$ cat config.mk
export PLATFORM = sky130hd
export DESIGN_NAME = inject_queue
export DESIGN_NICKNAME = d
export VERILOG_FILES = /design/src/rtl/inject_queue.sv
export SDC_FILE = /design/constraint.sdc
export NUM_CORES = 1
export LEC_CHECK = 0
export CAP_MARGIN = 20
export CORE_MARGIN = 4
export CORE_UTILIZATION = 59
export DETAILED_ROUTE_END_ITERATION = 12
export PLACE_DENSITY = 0.79
export SYNTH_ARGS = -nofsm -noshare
export SYNTH_HDL_FRONTEND = slang
export SYNTH_SLANG_ARGS = --single-unit
$ cat constraint.sdc
create_clock -name clk -period 10.41 [get_ports clk]
set_input_delay 2.082 -clock clk [delete_from_list [all_inputs] [get_ports clk]]
set_output_delay 2.082 -clock clk [all_outputs]
set_load 0.01 [all_outputs]
$ cat src/rtl/inject_queue.sv
// -----------------------------------------------------------------------------
// inject_queue
//
// Host-side injection buffer placed directly upstream of a node's inject port.
// The host pushes flits (plus a children count) through a valid/ready
// handshake into an 8-deep FIFO. One flit at a time is presented on the node
// inject bus and held until the node accepts it. An optional programmable
// idle gap (MIN_GAP) is forced after every accepted flit so the router
// ingress never sees back-to-back traffic when that is undesirable.
//
// Optional build feature (macro INJECT_STATS_EN):
//   When defined, two saturating 32-bit statistics outputs are added:
//   inj_count (flits consumed by the node) and stall_cycles (cycles spent
//   presenting a flit while node_ready=0).
//
// Ports:
//   clk            in   clock
//   rst            in   asynchronous active-low reset
//   host_flit      in   FLIT_WIDTH     flit from host (valid bit position ignored)
//   host_children  in   CHILDREN_WIDTH children count for this flit
//   host_valid     in   host offers a flit
//   host_ready     out  queue can accept (count != DEPTH)
//   node_ready     in   node accepts the presented flit this cycle
//   inject_out     out  FLIT_WIDTH+CHILDREN_WIDTH {children, valid, payload}
//   count          out  LG_DEPTH+1     FIFO occupancy, excludes presented flit
//   inj_count      out  32 (INJECT_STATS_EN only)
//   stall_cycles   out  32 (INJECT_STATS_EN only)
// -----------------------------------------------------------------------------
module inject_queue #(
    parameter int FLIT_WIDTH     = 82,
    parameter int CHILDREN_WIDTH = 3,
    parameter int LG_DEPTH       = 3,
    parameter int DEPTH          = 8,
    parameter int MIN_GAP        = 0
) (
    input  logic                                 clk,
    input  logic                                 rst,
    input  logic [FLIT_WIDTH-1:0]                host_flit,
    input  logic [CHILDREN_WIDTH-1:0]            host_children,
    input  logic                                 host_valid,
    output logic                                 host_ready,
    input  logic                                 node_ready,
    output logic [FLIT_WIDTH+CHILDREN_WIDTH-1:0] inject_out,
    output logic [LG_DEPTH:0]                    count
`ifdef INJECT_STATS_EN
    ,
    output logic [31:0]                          inj_count,
    output logic [31:0]                          stall_cycles
`endif
);

    localparam int PAYLOAD_W = FLIT_WIDTH - 1;
    localparam int ENTRY_W   = CHILDREN_WIDTH + PAYLOAD_W;
    localparam int OUT_W     = FLIT_WIDTH + CHILDREN_WIDTH;

    localparam logic [LG_DEPTH:0] DEPTH_C  = (LG_DEPTH+1)'(DEPTH);
    // Gap counter preload; counts down to 0, so MIN_GAP idle cycles total.
    localparam int                GAP_LOAD_I = (MIN_GAP > 0) ? (MIN_GAP - 1) : 0;
    localparam logic [3:0]        GAP_LOAD   = 4'(GAP_LOAD_I);

    typedef enum logic [1:0] {
        IDLE = 2'd0,
        SEND = 2'd1,
        GAP  = 2'd2
    } state_t;

    // -------------------------------------------------------------------------
    // FIFO storage and pointers
    // -------------------------------------------------------------------------
    logic [ENTRY_W-1:0]  mem [DEPTH];
    logic [LG_DEPTH-1:0] wptr_reg;
    logic [LG_DEPTH-1:0] rptr_reg;
    logic [LG_DEPTH:0]   count_reg;

    state_t              state_reg;
    state_t              state_next;
    logic [3:0]          gap_reg;
    logic [3:0]          gap_next;
    logic [OUT_W-1:0]    out_reg;

    logic                push;
    logic                load;      // pop head into the output register
    logic                clear;     // drop the presented flit after consumption
    logic                consume;   // node takes the presented flit
    logic                stall;     // flit presented but node not ready
    logic                nonempty;
    logic [ENTRY_W-1:0]  head;

    assign nonempty   = (count_reg != '0);
    // Full blocks pushes even when a pop happens on the same edge (no bypass).
    assign host_ready = (count_reg != DEPTH_C);
    assign push       = host_valid && host_ready;
    assign count      = count_reg;
    assign inject_out = out_reg;

    // The output register acts as the read register of the storage array,
    // so the head entry is read combinationally and captured on the pop edge.
    assign head = mem[rptr_reg];

    // Storage write; contents need no reset because occupancy gates every read.
    always_ff @(posedge clk) begin
        if (push) begin
            mem[wptr_reg] <= {host_children, host_flit[PAYLOAD_W-1:0]};
        end
    end

    always_ff @(posedge clk or negedge rst) begin
        if (!rst) begin
            wptr_reg  <= '0;
            rptr_reg  <= '0;
            count_reg <= '0;
        end else begin
            // Pointers are LG_DEPTH wide and DEPTH is a power of two, so they
            // wrap from DEPTH-1 to 0 naturally.
            if (push) begin
                wptr_reg <= wptr_reg + LG_DEPTH'(1);
            end
            if (load) begin
                rptr_reg <= rptr_reg + LG_DEPTH'(1);
            end
            case ({push, load})
                2'b10:   count_reg <= count_reg + (LG_DEPTH+1)'(1);
                2'b01:   count_reg <= count_reg - (LG_DEPTH+1)'(1);
                default: count_reg <= count_reg;
            endcase
        end
    end

    // -------------------------------------------------------------------------
    // Inject FSM: state register (also holds gap counter and output register)
    // -------------------------------------------------------------------------
    always_ff @(posedge clk or negedge rst) begin
        if (!rst) begin
            state_reg <= IDLE;
            gap_reg   <= '0;
            out_reg   <= '0;
        end else begin
            state_reg <= state_next;
            gap_reg   <= gap_next;
            if (load) begin
                // Valid bit is always generated here; host bit is discarded.
                out_reg <= {head[ENTRY_W-1 -: CHILDREN_WIDTH], 1'b1,
                            head[PAYLOAD_W-1:0]};
            end else if (clear) begin
                out_reg <= '0;
            end
        end
    end

    // Next-state logic
    always_comb begin
        state_next = state_reg;
        gap_next   = gap_reg;
        case (state_reg)
            IDLE: begin
                if (nonempty) begin
                    state_next = SEND;
                end
            end
            SEND: begin
                if (node_ready) begin
                    if (MIN_GAP == 0) begin
                        // Back-to-back: stay in SEND if another flit is queued.
                        if (!nonempty) begin
                            state_next = IDLE;
                        end
                    end else begin
                        state_next = GAP;
                        gap_next   = GAP_LOAD;
                    end
                end
            end
            GAP: begin
                if (gap_reg == 4'd0) begin
                    state_next = nonempty ? SEND : IDLE;
                end else begin
                    gap_next = gap_reg - 4'd1;
                end
            end
            default: begin
                state_next = IDLE;
                gap_next   = '0;
            end
        endcase
    end

    // Output/control decode
    always_comb begin
        load    = 1'b0;
        clear   = 1'b0;
        consume = 1'b0;
        stall   = 1'b0;
        case (state_reg)
            IDLE: begin
                load = nonempty;
            end
            SEND: begin
                if (node_ready) begin
                    consume = 1'b1;
                    if ((MIN_GAP == 0) && nonempty) begin
                        load = 1'b1;
                    end else begin
                        clear = 1'b1;
                    end
                end else begin
                    stall = 1'b1;
                end
            end
            GAP: begin
                load = (gap_reg == 4'd0) && nonempty;
            end
            default: begin
                load = 1'b0;
            end
        endcase
    end

`ifdef INJECT_STATS_EN
    // -------------------------------------------------------------------------
    // Saturating statistics counters
    // -------------------------------------------------------------------------
    logic [31:0] inj_count_reg;
    logic [31:0] stall_cycles_reg;

    always_ff @(posedge clk or negedge rst) begin
        if (!rst) begin
            inj_count_reg    <= '0;
            stall_cycles_reg <= '0;
        end else begin
            if (consume && (inj_count_reg != '1)) begin
                inj_count_reg <= inj_count_reg + 32'd1;
            end
            if (stall && (stall_cycles_reg != '1)) begin
                stall_cycles_reg <= stall_cycles_reg + 32'd1;
            end
        end
    end

    assign inj_count    = inj_count_reg;
    assign stall_cycles = stall_cycles_reg;
`else
    // Without statistics the consume strobe has no further use.
    logic unused_consume;
    assign unused_consume = consume;
`endif

endmodule

==> impl_metrics.ini, run 1 <==
[synthesis]
synthesis.area_um2 = 28700
syn_inst = 1312
synth_seq_cells = 768
yosysSeqAreaShare_pct = 78.8
synth_nets = 1406
muxShareOfSynthArea_pct = 16.2
synth_ff_type = edfxtp_1
synth_edf_count = 672
synthAdderAreaFrac_pct = 0.218
synth_compound_area_share_pct = 1.58
yosys.area_share.simple_pct = 1.75
synthXorXnorAreaFrac_pct = 0.244
syn_avg_cell_area_um2 = 21.9
yosys.cell_types.count = 31
synth_top_family_by_area = multiplexers
synthArstFlopShare_pct = 12.5
yosys_warnings = 0

[grt]
grt_pass1_vias = 14400
grt_max_degree = 71
track_usage_pct = 23.0
overflow = 0
grt_pass1_wl_um = 90300
grt_antenna_before_repair = 9

[cts]
clock_latency_ns = 0.61
postCtsSetupRepairBufs = 0
ctsHtreeMaxLevel = 3
cts_tree = built
cts_hold_buffers = 0
clk_pin_slew_ns = 0.06
ctsResizeCount = 0
cts_root_buf = clkbuf_16
cts.sinks = 768
numCtsBuffers = 75
cts_buffer_depth = 3

[place]
io_buffers = 177
dp_hpwl_um = 30700
gp_congestion = 0.761

[floorplanning]
fp.dieH_um = 228
ios = 179
core_um2 = 47800
dieArea_um2 = 52200
initial_core_util_pct = 59.9
rows = 80
die-width_um = 228

[worst_setup_path]
slowest_stage = nor2_4
critical_path.max_fanout = 41
arrival_ns = 5.20
ff2ff_setup_slack_ns = 6.77
path_cells = clkdlybuf4s50_1, nand2_1, or2_2, nor2_4, buf_4, buf_4
rr_worst_depth = 6
critPathMaxStageDelay_ns = 0.75
r2r_end = mem[4][43]$_DFFE_PP_
startpoint_type = primary input
crit_top_cell = buf_4
r2r-start = count[0]$_DFFE_PN0P_
cp.required_ns = 10.68
end_kind = register
path_class = in -> reg

[sta]
min_period_over_period_pct = 47.4
rsz0062_at_grt = false
finalSetupTns_ns = 0
drv_slew = 0
fmax_mhz = 203
tightest_slew_ns = 1.13
final.setup_skew_ns = 0.0210
hold_viol = 0
setup_violations = 0
slew_headroom_pct = 24.5
finalCriticalPeriod_ns = 4.94

[min_path]
min_to = inject_out[66]$_DFFE_PN0P_
min_path_type = reg -> reg
min_from = inject_out[66]$_DFFE_PN0P_
whs_path_depth = 2

[power]
peakVddDrop_v = 0.000187
clockPowerShare_pct = 28.7
p_int_uw = 6840
swShare_pct = 27.8
p_per_area_nw_per_um2 = 281
finalPower_uw = 9470
switchingPower_uw = 2640
p_leak_uw = 0.0113
pwr-share-seq_pct = 45.4
p_comb_share_pct = 26.0

[cells_and_area]
fill_cells = 2845
fin_util_pct = 70.4
drive_above_1_share_pct = 20.6
layout_common_cells = edfxtp_1 (672), clkdlybuf4s50_1 (176), mux4_2 (168)
regArea_um2 = 22600
largest_register_ffs = 672
area_growth_pct = 17.5
multiInputGateArea_um2 = 5800
design.final.nets = 1619
mostFrequentLayoutCell = edfxtp_1

[outcome]
status = finished, final reports clean

[drt]
initialDrtViolationCount = 1033
first_pass_iters = 4
drc_errors = 0
routedWlPerCell_um = 26.5
num_vias = 13400
via_per_inst = 6.10
ant_nets = 0
drt_wl_total_um = 58400

[flow_run]
cap_viol_max_count = 0
-- worst max-delay path by stage --
| stage | slack [ns] | to | start | cells past startpoint |
|---|---|---|---|---|
| floorplan | 1.58 | mem[0][0]$_DFFE_PP_ | host_valid | 3 |
| global placement | 4.80 | mem[4][40]$_DFFE_PP_ | host_valid | 6 |
| detailed placement | 4.81 | mem[4][43]$_DFFE_PP_ | host_valid | 6 |
| CTS | 5.44 | mem[4][36]$_DFFE_PP_ | host_valid | 6 |
| global route | 5.31 | mem[4][43]$_DFFE_PP_ | host_valid | 6 |
| finish | 5.47 | mem[4][43]$_DFFE_PP_ | host_valid | 6 |
-- area by class of cell --
cell class	count	share of cell area, %
Inverter	1	0.0111
Clock buffer	102	6.39
Sequential cell	768	67.1
Clock inverter	36	1.06
Timing Repair Buffer	203	5.89
Multi-Input combinational cell	476	17.2
Antenna cell	4	0.0297
Tap cell	615	2.29
-- cell families (layout without fill, tap and decap cells) --
logic type	count (synthesis)	count (layout)
AND/OR/NAND/NOR	120	120
other	0	4
flip-flops	768	768
XOR/XNOR	8	8
AO/OA/AOI/OAI	89	89
adder cells (fa/ha/maj)	5	5
multiplexers	254	254
buffers and inverters	68	342
-- power by group through the flow --
stage                     logic, µW  registers [µW]  clock network [µW]
after floorplan                1630            4290                   0
after global placement         2410            4370                   0
after detailed placement       2500            4360                   0
after CTS                      2520            4310                2770
after global routing           2660            4350                2910
final                          2460            4300                2720
-- critical path, delay by kind of cell --
kind | cells | cell delay [ns]
buffers and inverters | 3 | 1.72
and+or+nand+nor | 3 | 1.34
-- cells in the mapped netlist (all sizes together), types with 2 or more instances --
library cell,count,area share (%)
edfxtp,672,70
buf,48,0.97
nand2,95,1.3
xnor2,5,0.15
ha,5,0.22
xor2,3,0.092
nand2b,4,0.087
nor4,2,0.044
nand3,3,0.052
mux2i,84,2.9
nor2,8,0.10
dfrtp,96,8.4
nor3,3,0.052
a21oi,2,0.035
o21ai,86,1.5
clkbuf,19,0.25
mux2,2,0.079
mux4,168,13
-- layer usage --
| metal | vias up | share of wire, % | global-route usage (%) |
|---|---|---|---|
| met5 | - | 0.10 | 0 |
| met4 | 8 | 2.0 | 7.27 |
| met3 | 86 | 5.8 | 4.21 |
| met2 | 414 | 52 | 38.4 |
| met1 | 7144 | 41 | 31.8 |
| li1 | 5788 | - | - |
-- stage by stage --
step	hold WS [ns]	worst slack [ns]	area (µm²)	std cells
global route	0.507	5.31	33700	2205
global placement	0.461	4.80	31100	2062
finish	0.475	5.47	33700	2205
floorplan	0.464	1.58	28700	1312
detailed placement	0.469	4.81	31200	2063
CTS	0.483	5.44	33700	2201
No activity file was read; power rests on OpenSTA's default activity.
==> run 2, diff against run 1 <==
Clock period 10.41 ns to 4.6 ns, I/O delays scaled along.
==> run 2 against run 1 <==
Count of clock-buffer cells in the layout down 4; via count up 1.1%; flip-flop and latch count unchanged; critical path depth down 4; clock power up 130%; global-route usage up 0.20 points; largest power group unchanged; hold slack worse by 0.0056 ns; die area unchanged; worst setup slack worse by 4.2 ns.
==> impl_metrics.ini, run 2 (synthesized netlist as in run 1, its figures left out) <==
[outcome]
status = finished, final reports clean

[cells_and_area]
drive_above_1_share_pct = 21.3
design.final.nets = 1624
stdcell_area_um2 = 33900
layout_common_cells = edfxtp_1 (672), clkdlybuf4s50_1 (176), mux4_2 (168)
area_growth_pct = 18.3
multiInputGateArea_um2 = 5810
fill_cells = 2786
regArea_um2 = 22600
largest_register_ffs = 672
mostFrequentLayoutCell = edfxtp_1

[sta]
rsz0062_at_grt = false
hold_viol = 0
setup_violations = 0
tightest_slew_ns = 1.04
min_period_over_period_pct = 73.3
final.setup_skew_ns = 0.0173
fmax_mhz = 297
drv_slew = 0
finalCriticalPeriod_ns = 3.37
finalSetupTns_ns = 0
slew_headroom_pct = 30.9
holdWs_ns = 0.470

[drt]
num_vias = 13600
ant_nets = 0
first_pass_iters = 5
drt_wl_total_um = 59600
drc_errors = 0
via_per_inst = 6.15
initialDrtViolationCount = 1235
routedWlPerCell_um = 26.9

[place]
place_area_um2 = 31300
dp_hpwl_um = 30400
io_buffers = 177
gp_congestion = 0.748

[worst_setup_path]
end_kind = output pin
rr_worst_depth = 5
cp.required_ns = 3.68
arrival_ns = 2.45
critical_path.max_fanout = 9
path_class = reg -> out
startpoint_type = register

[power]
p_leak_uw = 0.0114
finalPower_uw = 21800
peakVddDrop_v = 0.000454
swShare_pct = 27.9
switchingPower_uw = 6070
p_int_uw = 15700
clockPowerShare_pct = 29.1
p_per_area_nw_per_um2 = 642
pwr-share-seq_pct = 44.9
p_comb_share_pct = 26.0

[cts]
cts_buffer_depth = 3
cts.sinks = 768
ctsResizeCount = 0
cts_root_buf = clkbuf_16
clk_pin_slew_ns = 0.06
cts_tree = built
cts_hold_buffers = 0
postCtsSetupRepairBufs = 0
ctsHtreeMaxLevel = 3
clock_latency_ns = 0.60
numCtsBuffers = 74

[grt]
grtUsageMet2_pct = 39.0
grt_pass1_wl_um = 90900
grt_pass1_vias = 14500
grtUsageMet1_pct = 31.0
grt_antenna_before_repair = 9
use_met3_pct = 5.31
overflow = 0
grt_max_degree = 87
grt-busiest-layer = met2
track_usage_pct = 23.2

[floorplanning]
fp.dieH_um = 228
core_um2 = 47800
initial_core_util_pct = 59.9
die-width_um = 228
rows = 80
ios = 179
dieArea_um2 = 52200

[flow_run]
cap_viol_max_count = 0

[min_path]
min_path_type = in -> async
run 2: cell count changes in the layout (fill, tap and decap cells not counted), moves of 2 or more:
cell       change
clkbuf_16      +2
bufinv_16      +3
clkinv_2       +8
buf_4          -3
buf_12         +9
clkinv_1       -6
nor3_4         +2
nor3_2         -2
clkbuf_8       -5
run 2: layout make-up:
class | instances | area share (%)
Clock inverter | 39 | 1.32
Tap cell | 615 | 2.27
Clock buffer | 98 | 6.28
Antenna cell | 4 | 0.0295
Multi-Input combinational cell | 476 | 17.1
Inverter | 1 | 0.0111
Timing Repair Buffer | 209 | 6.32
Sequential cell | 768 | 66.6
run 2: metal layers:
metal  vias up  wire [µm]
met5         -         58
met4        10       1250
met3       103       4050
met2       508      30700
met1      7175      23500
li1       5794          -
run 2: final timing paths:
path | start | endpoint | slack [ns]
min in group clk | inject_out[65]$_DFFE_PN0P_ | inject_out[65]$_DFFE_PN0P_ | 0.47
max in group asynchronous | rst | inject_out[42]$_DFFE_PN0P_ | 3.16
max | count[1]$_DFFE_PN0P_ | host_ready | 1.23
max reg2reg | count[1]$_DFFE_PN0P_ | inject_out[25]$_DFFE_PN0P_ | 1.84
min reg2reg | inject_out[65]$_DFFE_PN0P_ | inject_out[65]$_DFFE_PN0P_ | 0.47
min | rst | inject_out[47]$_DFFE_PN0P_ | 0.47
run 2: through the flow:
stage               setup slack [ns]  cells  util [%]
floorplan                     -0.809   1312         -
global placement                1.42   2068      65.4
detailed placement              1.40   2068      65.4
CTS                             1.20   2205      70.8
global route                    1.17   2208      70.9
finish                          1.23   2210      70.9
run 2: worst max-delay path, cell delays in order (launching register included):
cell,delay (ns)
dfrtp_1,0.48
or4b_2,0.77
clkdlybuf4s50_1,0.60
run 2: power by group through the flow:
stage | combinational, µW | sequential, µW | clock [µW]
final | 5660 | 9780 | 6320
after global routing | 6100 | 9910 | 6750
after CTS | 5760 | 9800 | 6430
after detailed placement | 5700 | 9910 | 0
after global placement | 5600 | 9830 | 0
after floorplan | 3680 | 9690 | 0
